--- config.mk ---
export PLATFORM = sky130hd
export DESIGN_NAME = ram_write_arbiter
export DESIGN_NICKNAME = d
export VERILOG_FILES = /design/src/rtl/ram_write_arbiter_pkg.sv /design/src/rtl/arb_wait_counter.sv /design/src/rtl/ram_write_arbiter.sv
export SDC_FILE = /design/constraint.sdc
export NUM_CORES = 1
export LEC_CHECK = 0
export BUFFER_PORTS_ARGS = -buffer_cell sky130_fd_sc_hd__buf_2
export CAP_MARGIN = 25
export CORE_MARGIN = 2
export CORE_UTILIZATION = 34
export CTS_CLUSTER_DIAMETER = 30
export CTS_CLUSTER_SIZE = 10
export DETAILED_ROUTE_END_ITERATION = 7
export PLACE_DENSITY = 0.91
export REMOVE_ABC_BUFFERS = 1
export SLEW_MARGIN = 15
export SYNTH_ARGS = -nofsm -noshare
export SYNTH_HDL_FRONTEND = slang
export SYNTH_HIERARCHICAL = 1
export SYNTH_SLANG_ARGS = --single-unit
--- constraint.sdc ---
create_clock -name Clock -period 2.45 [get_ports Clock]
set_input_delay 0.245 -clock Clock [delete_from_list [all_inputs] [get_ports Clock]]
set_output_delay 0.245 -clock Clock [all_outputs]
set_load 0.05 [all_outputs]
--- src/rtl/ram_write_arbiter_pkg.sv ---
// Shared definitions for the MiniAlu RAM write-port arbiter: FSM state
// encodings and the default stall-escalation threshold.
package ram_write_arbiter_pkg;

    localparam int unsigned ARB_MAX_WAIT_DEFAULT = 8;
    localparam int unsigned ARB_WAIT_W           = 8;

    typedef enum logic [1:0] {
        ARB_IDLE  = 2'd0,
        ARB_PEND  = 2'd1,
        ARB_STALL = 2'd2
    } arb_state_e;

endpackage

--- src/rtl/arb_wait_counter.sv ---
// Counts consecutive blocked cycles of the external requester; the terminal
// output marks the last blocked cycle allowed before stall escalation.
module arb_wait_counter
    import ram_write_arbiter_pkg::*;
#(
    parameter int unsigned MAX_WAIT = ARB_MAX_WAIT_DEFAULT
) (
    input  logic                  i_clk,
    input  logic                  i_rst_n,
    input  logic                  i_clear,
    input  logic                  i_enable,
    output logic                  o_terminal,
    output logic [ARB_WAIT_W-1:0] o_count
);

    localparam logic [ARB_WAIT_W-1:0] TC_VAL = ARB_WAIT_W'(MAX_WAIT - 1);

    logic [ARB_WAIT_W-1:0] r_count;

    always_ff @(posedge i_clk or negedge i_rst_n) begin
        if (!i_rst_n) begin
            r_count <= '0;
        end else if (i_clear) begin
            r_count <= '0;
        end else if (i_enable) begin
            r_count <= r_count + ARB_WAIT_W'(1);
        end
    end

    assign o_terminal = (r_count == TC_VAL);
    assign o_count    = r_count;

endmodule

--- src/rtl/ram_write_arbiter.sv ---
// Shares the data RAM write port between core writeback (always wins) and an
// external valid/ready requester, escalating to a core stall after MAX_WAIT blocks.
module ram_write_arbiter
    import ram_write_arbiter_pkg::*;
#(
    parameter int unsigned ADDR_W   = 8,
    parameter int unsigned DATA_W   = 16,
    parameter int unsigned MAX_WAIT = ARB_MAX_WAIT_DEFAULT
) (
    input  logic                  Clock,
    input  logic                  Reset,
    input  logic                  iCoreWriteEnable,
    input  logic [ADDR_W-1:0]     iCoreAddr,
    input  logic [DATA_W-1:0]     iCoreData,
    input  logic                  iCoreStalled,
    input  logic                  iExtValid,
    input  logic [ADDR_W-1:0]     iExtAddr,
    input  logic [DATA_W-1:0]     iExtData,
    output logic                  oExtReady,
    output logic                  oStallReq,
    output logic                  oConflict,
    output logic                  oWriteEnable,
    output logic [ADDR_W-1:0]     oWriteAddr,
    output logic [DATA_W-1:0]     oWriteData,
    output logic [1:0]            oDbgState,
    output logic [ARB_WAIT_W-1:0] oDbgWait
);

    // Handshake: an external write is accepted in the cycle where iExtValid
    // and oExtReady are both 1; until then iExtAddr/iExtData must be held.
    arb_state_e r_state;
    arb_state_e w_next_state;
    logic       r_conflict;
    logic       w_grant;
    logic       w_blocked;
    logic       w_terminal;

    assign w_grant = iExtValid && !iCoreWriteEnable &&
                     ((r_state != ARB_STALL) || iCoreStalled);

    // Blocking only counts while not yet escalated; in STALL the count holds.
    assign w_blocked = iExtValid && iCoreWriteEnable && (r_state != ARB_STALL);

    arb_wait_counter #(
        .MAX_WAIT (MAX_WAIT)
    ) u_wait_counter (
        .i_clk      (Clock),
        .i_rst_n    (Reset),
        .i_clear    (w_grant || !iExtValid),
        .i_enable   (w_blocked && !w_terminal),
        .o_terminal (w_terminal),
        .o_count    (oDbgWait)
    );

    always_ff @(posedge Clock or negedge Reset) begin
        if (!Reset) begin
            r_state    <= ARB_IDLE;
            r_conflict <= 1'b0;
        end else begin
            r_state    <= w_next_state;
            r_conflict <= r_conflict || (iCoreStalled && iCoreWriteEnable);
        end
    end

    always_comb begin
        w_next_state = r_state;
        if (w_grant || !iExtValid) begin
            w_next_state = ARB_IDLE;
        end else if (w_blocked) begin
            w_next_state = w_terminal ? ARB_STALL : ARB_PEND;
        end
    end

    always_comb begin
        oWriteEnable = 1'b0;
        oWriteAddr   = '0;
        oWriteData   = '0;
        if (iCoreWriteEnable) begin
            oWriteEnable = 1'b1;
            oWriteAddr   = iCoreAddr;
            oWriteData   = iCoreData;
        end else if (w_grant) begin
            oWriteEnable = 1'b1;
            oWriteAddr   = iExtAddr;
            oWriteData   = iExtData;
        end
    end

    assign oExtReady = w_grant;
    assign oStallReq = (r_state == ARB_STALL);
    assign oConflict = r_conflict;
    assign oDbgState = r_state;

endmodule

==> results of run 1 <==
## critical path: stages, from the launching register on
cell and delay (ps):
dfrtp_1 430, ha_1 240, and4b_1 200, nor3_1 300, buf_4 210, o2111ai_1 160, or3_1 380, a21oi_1 140
## Yosys cell counts (2+ instances only)
cell     instances
a21oi_1          3
a22o_1          15
a22o_2           9
buf_2            3
buf_6            2
dfrtp_1         11
nand2_1          5
nor2_1           6
nor3_1           2
nor3b_4          2
o21ai_0          4
or3_1            2
xor2_1           3
## layout make-up
type	instances	area share [%]
Clock buffer	4	1.98
Sequential cell	11	20.8
Tap cell	28	2.64
Timing Repair Buffer	95	37.0
Multi-Input combinational cell	65	37.6
## layer usage
metal / part of all wire, % / track usage [%] / wire length (um)
met5: 0 / 0 / 0
met1: 38 / 19.2 / 1150
met2: 52 / 35.8 / 1570
met3: 9.6 / 4.24 / 292
met4: 1.1 / 8.55 / 34
## layout by cell type, fill, tap and decap left out
cell type	instances
a21oi_1	3
and4b_1	1
nor2_1	6
nor4_1	1
mux2i_1	1
o211ai_2	1
or3_1	2
dlygate4sd3_1	1
a22o_2	9
o31ai_1	1
nand4_1	1
buf_2	90
nor3b_4	2
o2111ai_1	1
a22o_1	15
dfrtp_1	11
nor3_1	2
a21o_1	1
or4_1	1
clkbuf_1	1
clkbuf_4	3
xor2_1	3
buf_4	4
xnor2_1	1
ha_1	1
or2_2	1
nor2b_1	1
o21ai_0	4
nand3_1	1
nand2_1	5
## sequential cells by signal, summed over array words and instances (netlist names)
signal / cells
u_wait_counter/o_count: 8
oDbgState: 2
oConflict: 1
## final timing paths
path	startpoint	endpoint	slack [ps]	cells past startpoint
setup / recovery	u_wait_counter/o_count[0]	u_wait_counter/o_count[6]	330	7
hold / removal	iCoreStalled	oConflict	230	2
setup reg to reg	u_wait_counter/o_count[0]	u_wait_counter/o_count[6]	330	7
hold reg to reg	oConflict	oConflict	460	1
max in group asynchronous	Reset	oConflict	1880	2
min in group asynchronous	Reset	u_wait_counter/o_count[1]	360	2
## metrics by stage
stage | setup TNS [ps] | cell area, um^2
finish | 0 | 1330
global route | 0 | 1330
floorplan | -1620 | 774
global placement | 0 | 1290
detailed placement | 0 | 1290
CTS | 0 | 1330
## cell families (layout without fill, tap and decap cells)
logic type      Yosys count  after routing  synth area share [%]
compound gates           35             35                  35.6
simple gates             24             24                  18.1
flops                    11             11                  33.4
buf+inv                   7             99                  5.93
xor+xnor                  4              4                  4.26
fa+ha+maj                 1              1                  1.52
mux                       1              1                  1.22
## power breakdown
group	internal, mW	total, mW	switching [mW]
Clock	0.0632	0.128	0.0646
Combinational	0.0852	0.265	0.180
Sequential	0.183	0.185	0.00202
Total	0.331	0.578	0.246
## timing repair
action	CTS	global route
hold endpoints to repair	11	0
resized for setup	0	0
hold buffers	1	0
==> results.yml, run 1 <==
status:
  status: "completed"
layout:
  drive_gt1_share_pct: 62.9
  antenna_cells: 0
  area_delta_synth_final_pct: 61.1
  layout.nets: 230
  multi_input_area_um2: 499
  seqCellArea_um2: 275
  finish.utilization_pct: 58.8
  instances_no_fill: 203
  n_fill_cell: 208
worst_setup_path:
  critical_path.max_fanout: 5
  required_ps: 2660
  endpoint_kind: "flip-flop"
  cp.arrival_ps: 2330
  critPathLaunchType: "flip-flop"
  path_class: "flip-flop to flip-flop"
timing:
  worstMarginPinSlew_ps: 296
  skew_ps: 10.1
  hold_viol_final: 0
  fin_crit_ps: 2120
  layout_setup_ws_ps: 326
  timing.final.crit_share_pct: 86.7
  fmax_ghz: 0.471
  relSlewSlack_pct: 80.1
  grt_setup_unrepaired: "false"
  maxSlewViolCount: 0
  holdWs_ps: 233
  setup_violations: 0
placement:
  dp_cells: 198
  hpwl_um: 2360
  gp_congestion: 0.769
  dp_slack_ps: 306
  port_buffers: 90
clock_network:
  postCtsSetupRepairBufs: 0
  clk_path_buf_depth: 2
  clkSinkCount: 11
  numCtsBuffers: 3
  clk_latency_ps: 280
  h-tree-depth: 1
  tritoncts: "yes"
  path_clk_slew_ps: 80
  root_buffer: "clkbuf_4"
yosys:
  async_reset_ff_share_pct: 100
  synth_top_area_share_pct: 33.4
  ys_seq_elements: 11
  synth_cell_types: 29
  synth.area.top_cells: "dfrtp_1, a22o_1, a22o_2"
  ys.flop_type: "dfrtp_1"
  syn_area_per_cell_um2: 9.92
  netlist_instances: 83
  synth-edff-count: 0
  seq_area_frac_synth_pct: 33.4
  syn_area_um2: 823
  synth_top_area_cell: "dfrtp_1"
  ys.warnings.count: 6
floorplan:
  num_io_pins: 91
  initial_core_util_pct: 36.5
  dieArea_um2: 2830
  fp.dieW_um: 53.2
  die_h_um: 53.2
  num_rows: 17
  core_area_um2: 2250
grt:
  grt_start_max_net_pins: 29
  grt_first_pass_wirelength_um: 3930
  grt_usage_pct: 18.9
  overflow: 0
  antenna_found_initial: 0
  grt_pass1_vias: 905
routing:
  avgRoutedWirePerCell_um: 15.0
  ant_nets: 0
  num_vias: 1054
  drc: 0
  wl_um: 3050
  routed_via_density: 5.19
  drt_iter0_drc: 18
  firstDrtPassIters: 4
pwr:
  power_leakage_nw: 0.738
  power_density_nw_per_um2: 435
  peakVddDrop_mv: 0.345
  p_total_mw: 0.578
run:
  drv_cap: 0
worst_hold_path:
  hp-class: "input pin to flip-flop"
(Power assumes the default switching activity.)
==> run 2: changes to the inputs <==
--- a/config.mk
+++ b/config.mk
@@ -7,7 +7,6 @@
 export LEC_CHECK = 0
 export BUFFER_PORTS_ARGS = -buffer_cell sky130_fd_sc_hd__buf_2
 export CAP_MARGIN = 25
-export CORE_MARGIN = 2
 export CORE_UTILIZATION = 34
 export CTS_CLUSTER_DIAMETER = 30
 export CTS_CLUSTER_SIZE = 10
==> constraint.sdc (replaced) <==
create_clock -name Clock -period 2.45 [get_ports Clock]
set_input_delay 0.49 -clock Clock [delete_from_list [all_inputs] [get_ports Clock]]
set_output_delay 0.49 -clock Clock [all_outputs]
set_load 0.05 [all_outputs]
==> run 2 against run 1 <==
Against the previous run:
- setup slack worse by 92 ps
- count of clock-buffer cells in the layout stayed put
- sequential power hardly changed
- clock skew is 8.8 ps lower
- critical endpoint is now oWriteData[15]
- highest routed layer unchanged
==> results.yml, run 2 (synthesized netlist as in run 1, its figures left out) <==
worst_setup_path:
  critical_path.max_fanout: 26
  critPathLaunchType: "flip-flop"
  path_class: "flip-flop to primary output"
  slowest_stage: "dfrtp_1"
  critPathMaxStageDelay_ps: 380
  required_ps: 1960
  path_buf_inv: 2
  cpMostUsedCell: "nor3b_4"
  cp.arrival_ps: 1730
  endpoint_kind: "primary output"
  critical_path.top_delay_family: "buffers and inverters"
  crit_chain: "nor3b_4 -> nor3b_4 -> buf_4 -> a22o_1 -> buf_2"
clock_network:
  clk_path_buf_depth: 2
  h-tree-depth: 1
  tritoncts: "yes"
  root_buffer: "clkbuf_4"
  clk_latency_ps: 270
  clkSinkCount: 11
  cts_hold_buf: 0
  numCtsBuffers: 3
  postCtsSetupRepairBufs: 0
  path_clk_slew_ps: 70
  cts_resized: 0
timing:
  setup_violations: 0
  fin_crit_ps: 2220
  fmax_ghz: 0.451
  maxSlewViolCount: 0
  skew_ps: 1.38
  timing.final.crit_share_pct: 90.4
  worstMarginPinSlew_ps: 403
  hold_viol_final: 0
  grt_setup_unrepaired: "false"
  relSlewSlack_pct: 72.9
  holdWs_ps: 76.3
  layout_setup_ws_ps: 234
layout:
  final_cell_mix: "buf_2, a22o_1, dfrtp_1"
  layout.nets: 229
  area_delta_synth_final_pct: 59.9
  layout_commonest_cell: "buf_2"
  largest_reg_flops: 8
  n_fill_cell: 206
  drive_gt1_share_pct: 63.2
  antenna_cells: 0
  finish.utilization_pct: 58.4
placement:
  dp_slack_ps: 298
  gp_congestion: 0.818
  port_buffers: 90
  hpwl_um: 2270
routing:
  num_vias: 1058
  drc: 0
  ant_nets: 0
  drt_iter0_drc: 11
  firstDrtPassIters: 4
  routed_via_density: 5.24
  wl_um: 2890
  avgRoutedWirePerCell_um: 14.3
floorplan:
  initial_core_util_pct: 36.5
  core_area_um2: 2250
  num_rows: 17
  fp.dieW_um: 51.2
  die_h_um: 51.2
  num_io_pins: 91
  dieArea_um2: 2620
pwr:
  peakVddDrop_mv: 0.268
  power_density_nw_per_um2: 435
  power_leakage_nw: 0.734
  p_seq_share_pct: 32.3
  pwr-share-clk_pct: 21.7
  p_int_mw: 0.330
  p_sw_share_pct: 42.4
  pwr-share-comb_pct: 46.0
  power.switching_mw: 0.243
grt:
  grt_usage_pct: 20.8
  antenna_found_initial: 0
  grt_pass1_vias: 952
  grt_start_max_net_pins: 27
  overflow: 0
  grt_first_pass_wirelength_um: 4080
worst_hold_path:
  hp-class: "input pin to asynchronous set/reset pin"
run:
  drv_cap: 0
status:
  status: "completed"
-- run 2: cell count changes in the layout (fill, tap and decap cells not counted), sizes merged --
cell         previous run  this run
dlygate4sd3             1         0
-- run 2: final cells by class --
cell class                 instances  area (um^2)  area share (%)
clock buffer                       4         26.3            2.00
multi-input combinational         65          499            37.9
sequential                        11          275            20.9
tap                               28         35.0            2.66
timing repair buffer              94          480            36.5
-- run 2: final timing paths --
path,startpoint,to,slack (ps),depth (start not counted)
worst min-delay path,Reset,u_wait_counter/o_count[2],80,1
max in group asynchronous,Reset,u_wait_counter/o_count[7],2170,1
worst max-delay path,oDbgState[1],oWriteData[15],230,5
worst min register to register,oConflict,oConflict,480,1
min in group Clock,oConflict,oConflict,480,1
worst max register to register,u_wait_counter/o_count[0],u_wait_counter/o_count[7],260,6
-- run 2: stage by stage --
stage	setup TNS [ps]	instance area, um^2	std cells	total power, mW
after detailed placement	0	1290	198	0.451
after global placement	0	1290	198	0.448
after floorplan	-7640	774	76	0.356
after CTS	0	1320	202	0.578
final	0	1320	202	0.573
after global routing	0	1320	202	0.595
-- run 2: power by group through the flow --
stage	Combinational [mW]	Clock (mW)	Sequential, mW
after CTS	0.264	0.130	0.185
after floorplan	0.162	0	0.194
after detailed placement	0.263	0	0.189
after global placement	0.259	0	0.189
after global routing	0.276	0.134	0.185
final	0.264	0.124	0.185
-- run 2: per-layer routing --
metal,up-vias,share of wire [%],global-route usage (%)
li1,504,-,-
met5,-,0,0
met4,0,3.2,14.0
met3,10,9.4,3.57
met1,486,38,21.8
met2,58,49,37.7
==> run 3: changes to the inputs <==
==> constraint.sdc (replaced) <==
create_clock -name Clock -period 2.3 [get_ports Clock]
set_input_delay 0.46 -clock Clock [delete_from_list [all_inputs] [get_ports Clock]]
set_output_delay 0.46 -clock Clock [all_outputs]
set_load 0.05 [all_outputs]
==> run 3 against run 2 <==
Against the previous run:
- clock power increased by 6%
- critical path depth unchanged
- die area stayed put
- setup slack lost 140 ps
- count of clock-buffer cells in the layout is the same
- non-clock buffer count is 3 higher
- highest routed layer unchanged
- sequential share of layout area is 0.71 points lower
- sequential power rose by 6%
==> results.yml, run 3 (synthesized netlist as in run 1, its figures left out) <==
pwr:
  power_density_nw_per_um2: 452
  pwr-share-comb_pct: 46.6
  p_int_mw: 0.357
  pwr-share-clk_pct: 21.4
  p_sw_share_pct: 42.1
  power.switching_mw: 0.259
  peakVddDrop_mv: 0.317
  p_seq_share_pct: 32.0
  power_leakage_nw: 0.758
placement:
  post_dp_cell_area_um2: 1280
  hpwl_um: 2220
  gp_congestion: 0.772
  dp_cells: 197
  port_buffers: 90
clock_network:
  numCtsBuffers: 3
  tritoncts: "yes"
  cts_hold_buf: 0
  h-tree-depth: 1
  path_clk_slew_ps: 70
  clk_path_buf_depth: 2
  clkSinkCount: 11
  clk_latency_ps: 270
  root_buffer: "clkbuf_4"
worst_setup_path:
  cp.arrival_ps: 1740
  rrSetupSlack_ps: 210
  path_buf_inv: 2
  cpMostUsedCell: "nor3b_4"
  required_ps: 1840
  endpoint_kind: "primary output"
  r2r_start: "u_wait_counter/o_count[0]"
  critical_path.max_fanout: 7
  crit_chain: "nor3b_4 -> nor3b_4 -> buf_4 -> or2_2 -> buf_2"
  slowest_stage: "dfrtp_1"
  critPathLaunchType: "flip-flop"
  r2r_cells: 6
  path_class: "flip-flop to primary output"
  crit_path_start: "oDbgState[0]"
  r2r-end: "u_wait_counter/o_count[7]"
  critical_path.top_delay_family: "simple AND/OR/NAND/NOR gates"
  critPathMaxStageDelay_ps: 420
floorplan:
  fp.dieW_um: 51.2
  initial_core_util_pct: 36.5
  dieArea_um2: 2620
  core_area_um2: 2250
  num_rows: 17
  num_io_pins: 91
  die_h_um: 51.2
routing:
  wl_um: 2950
  drt_iter0_drc: 13
  ant_nets: 0
  avgRoutedWirePerCell_um: 14.3
  num_vias: 1049
  routed_via_density: 5.09
  drc: 0
  firstDrtPassIters: 4
timing:
  fmax_ghz: 0.454
  grt_setup_unrepaired: "false"
  timing.final.crit_share_pct: 95.8
  skew_ps: 0.439
  hold_viol_final: 0
  fin_crit_ps: 2200
  fin_setup_tns_ps: 0
  relSlewSlack_pct: 70.0
  setup_violations: 0
  worstMarginPinSlew_ps: 445
  maxSlewViolCount: 0
grt:
  grt_first_pass_wirelength_um: 4130
  grt_start_max_net_pins: 29
  overflow: 0
  grt_usage_pct: 20.9
  grt_pass1_vias: 918
  antenna_found_initial: 0
status:
  status: "completed"
layout:
  layout.nets: 233
  area_delta_synth_final_pct: 65.5
  antenna_cells: 0
  final_cell_mix: "buf_2, a22o_1, dfrtp_1"
  largest_reg_flops: 8
  drive_gt1_share_pct: 64.6
  finalInstanceArea_um2: 1360
  finish.utilization_pct: 60.4
  layout_commonest_cell: "buf_2"
  instances_no_fill: 206
worst_hold_path:
  hp-class: "input pin to asynchronous set/reset pin"
run:
  drv_cap: 0
-- run 3: power groups by stage --
stage	Sequential (mW)	Clock, mW	Combinational [mW]
after floorplan	0.207	0	0.172
after global placement	0.201	0	0.274
after detailed placement	0.201	0	0.277
after CTS	0.197	0.135	0.281
after global routing	0.197	0.142	0.299
final	0.197	0.132	0.287
-- run 3: metrics by stage --
step / hold slack [ps] / power, mW / setup slack (ps)
2_1_floorplan: 164 / 0.379 / -460
3_3_place_gp: 330 / 0.475 / 46.0
3_5_place_dp: 334 / 0.478 / -75.4
4_1_cts: 40.1 / 0.614 / 10.4
5_1_grt: 61.0 / 0.639 / 7.64
6_report: 43.9 / 0.616 / 95.5
-- run 3: layer usage --
| layer | vias up | track usage, % | part of all wire (%) |
|---|---|---|---|
| li1 | 518 | - | - |
| met1 | 477 | 21.5 | 37 |
| met4 | 0 | 8.11 | 1.1 |
| met2 | 50 | 40.1 | 52 |
| met3 | 4 | 4.76 | 10 |
| met5 | - | 0 | 0 |
-- run 3: area by class of cell --
type	instances	area [um^2]
multi-input cells	66	523
clock buffers	4	26.3
flip-flops and latches	11	275
repair buffers	97	503
fillers	190	892
well taps	28	35.0
-- run 3: worst max path at each step --
stage                          endpoint  slack (ps)  cells after the start
after CTS                 oWriteData[0]          10                      4
after global routing       oWriteEnable           8                      5
final                      oWriteEnable         100                      5
after detailed placement  oWriteData[0]         -80                      5
after floorplan           oWriteAddr[0]        -460                      3
after global placement    oWriteAddr[0]          50                      5
-- run 3: repair_timing --
item / CTS / global route
resized for setup: 1 / 1
pin swaps: 1 / 2
endpoints found under the setup margin: 26 / 26
cloned: 1 / 0
setup buffers: 0 / 4
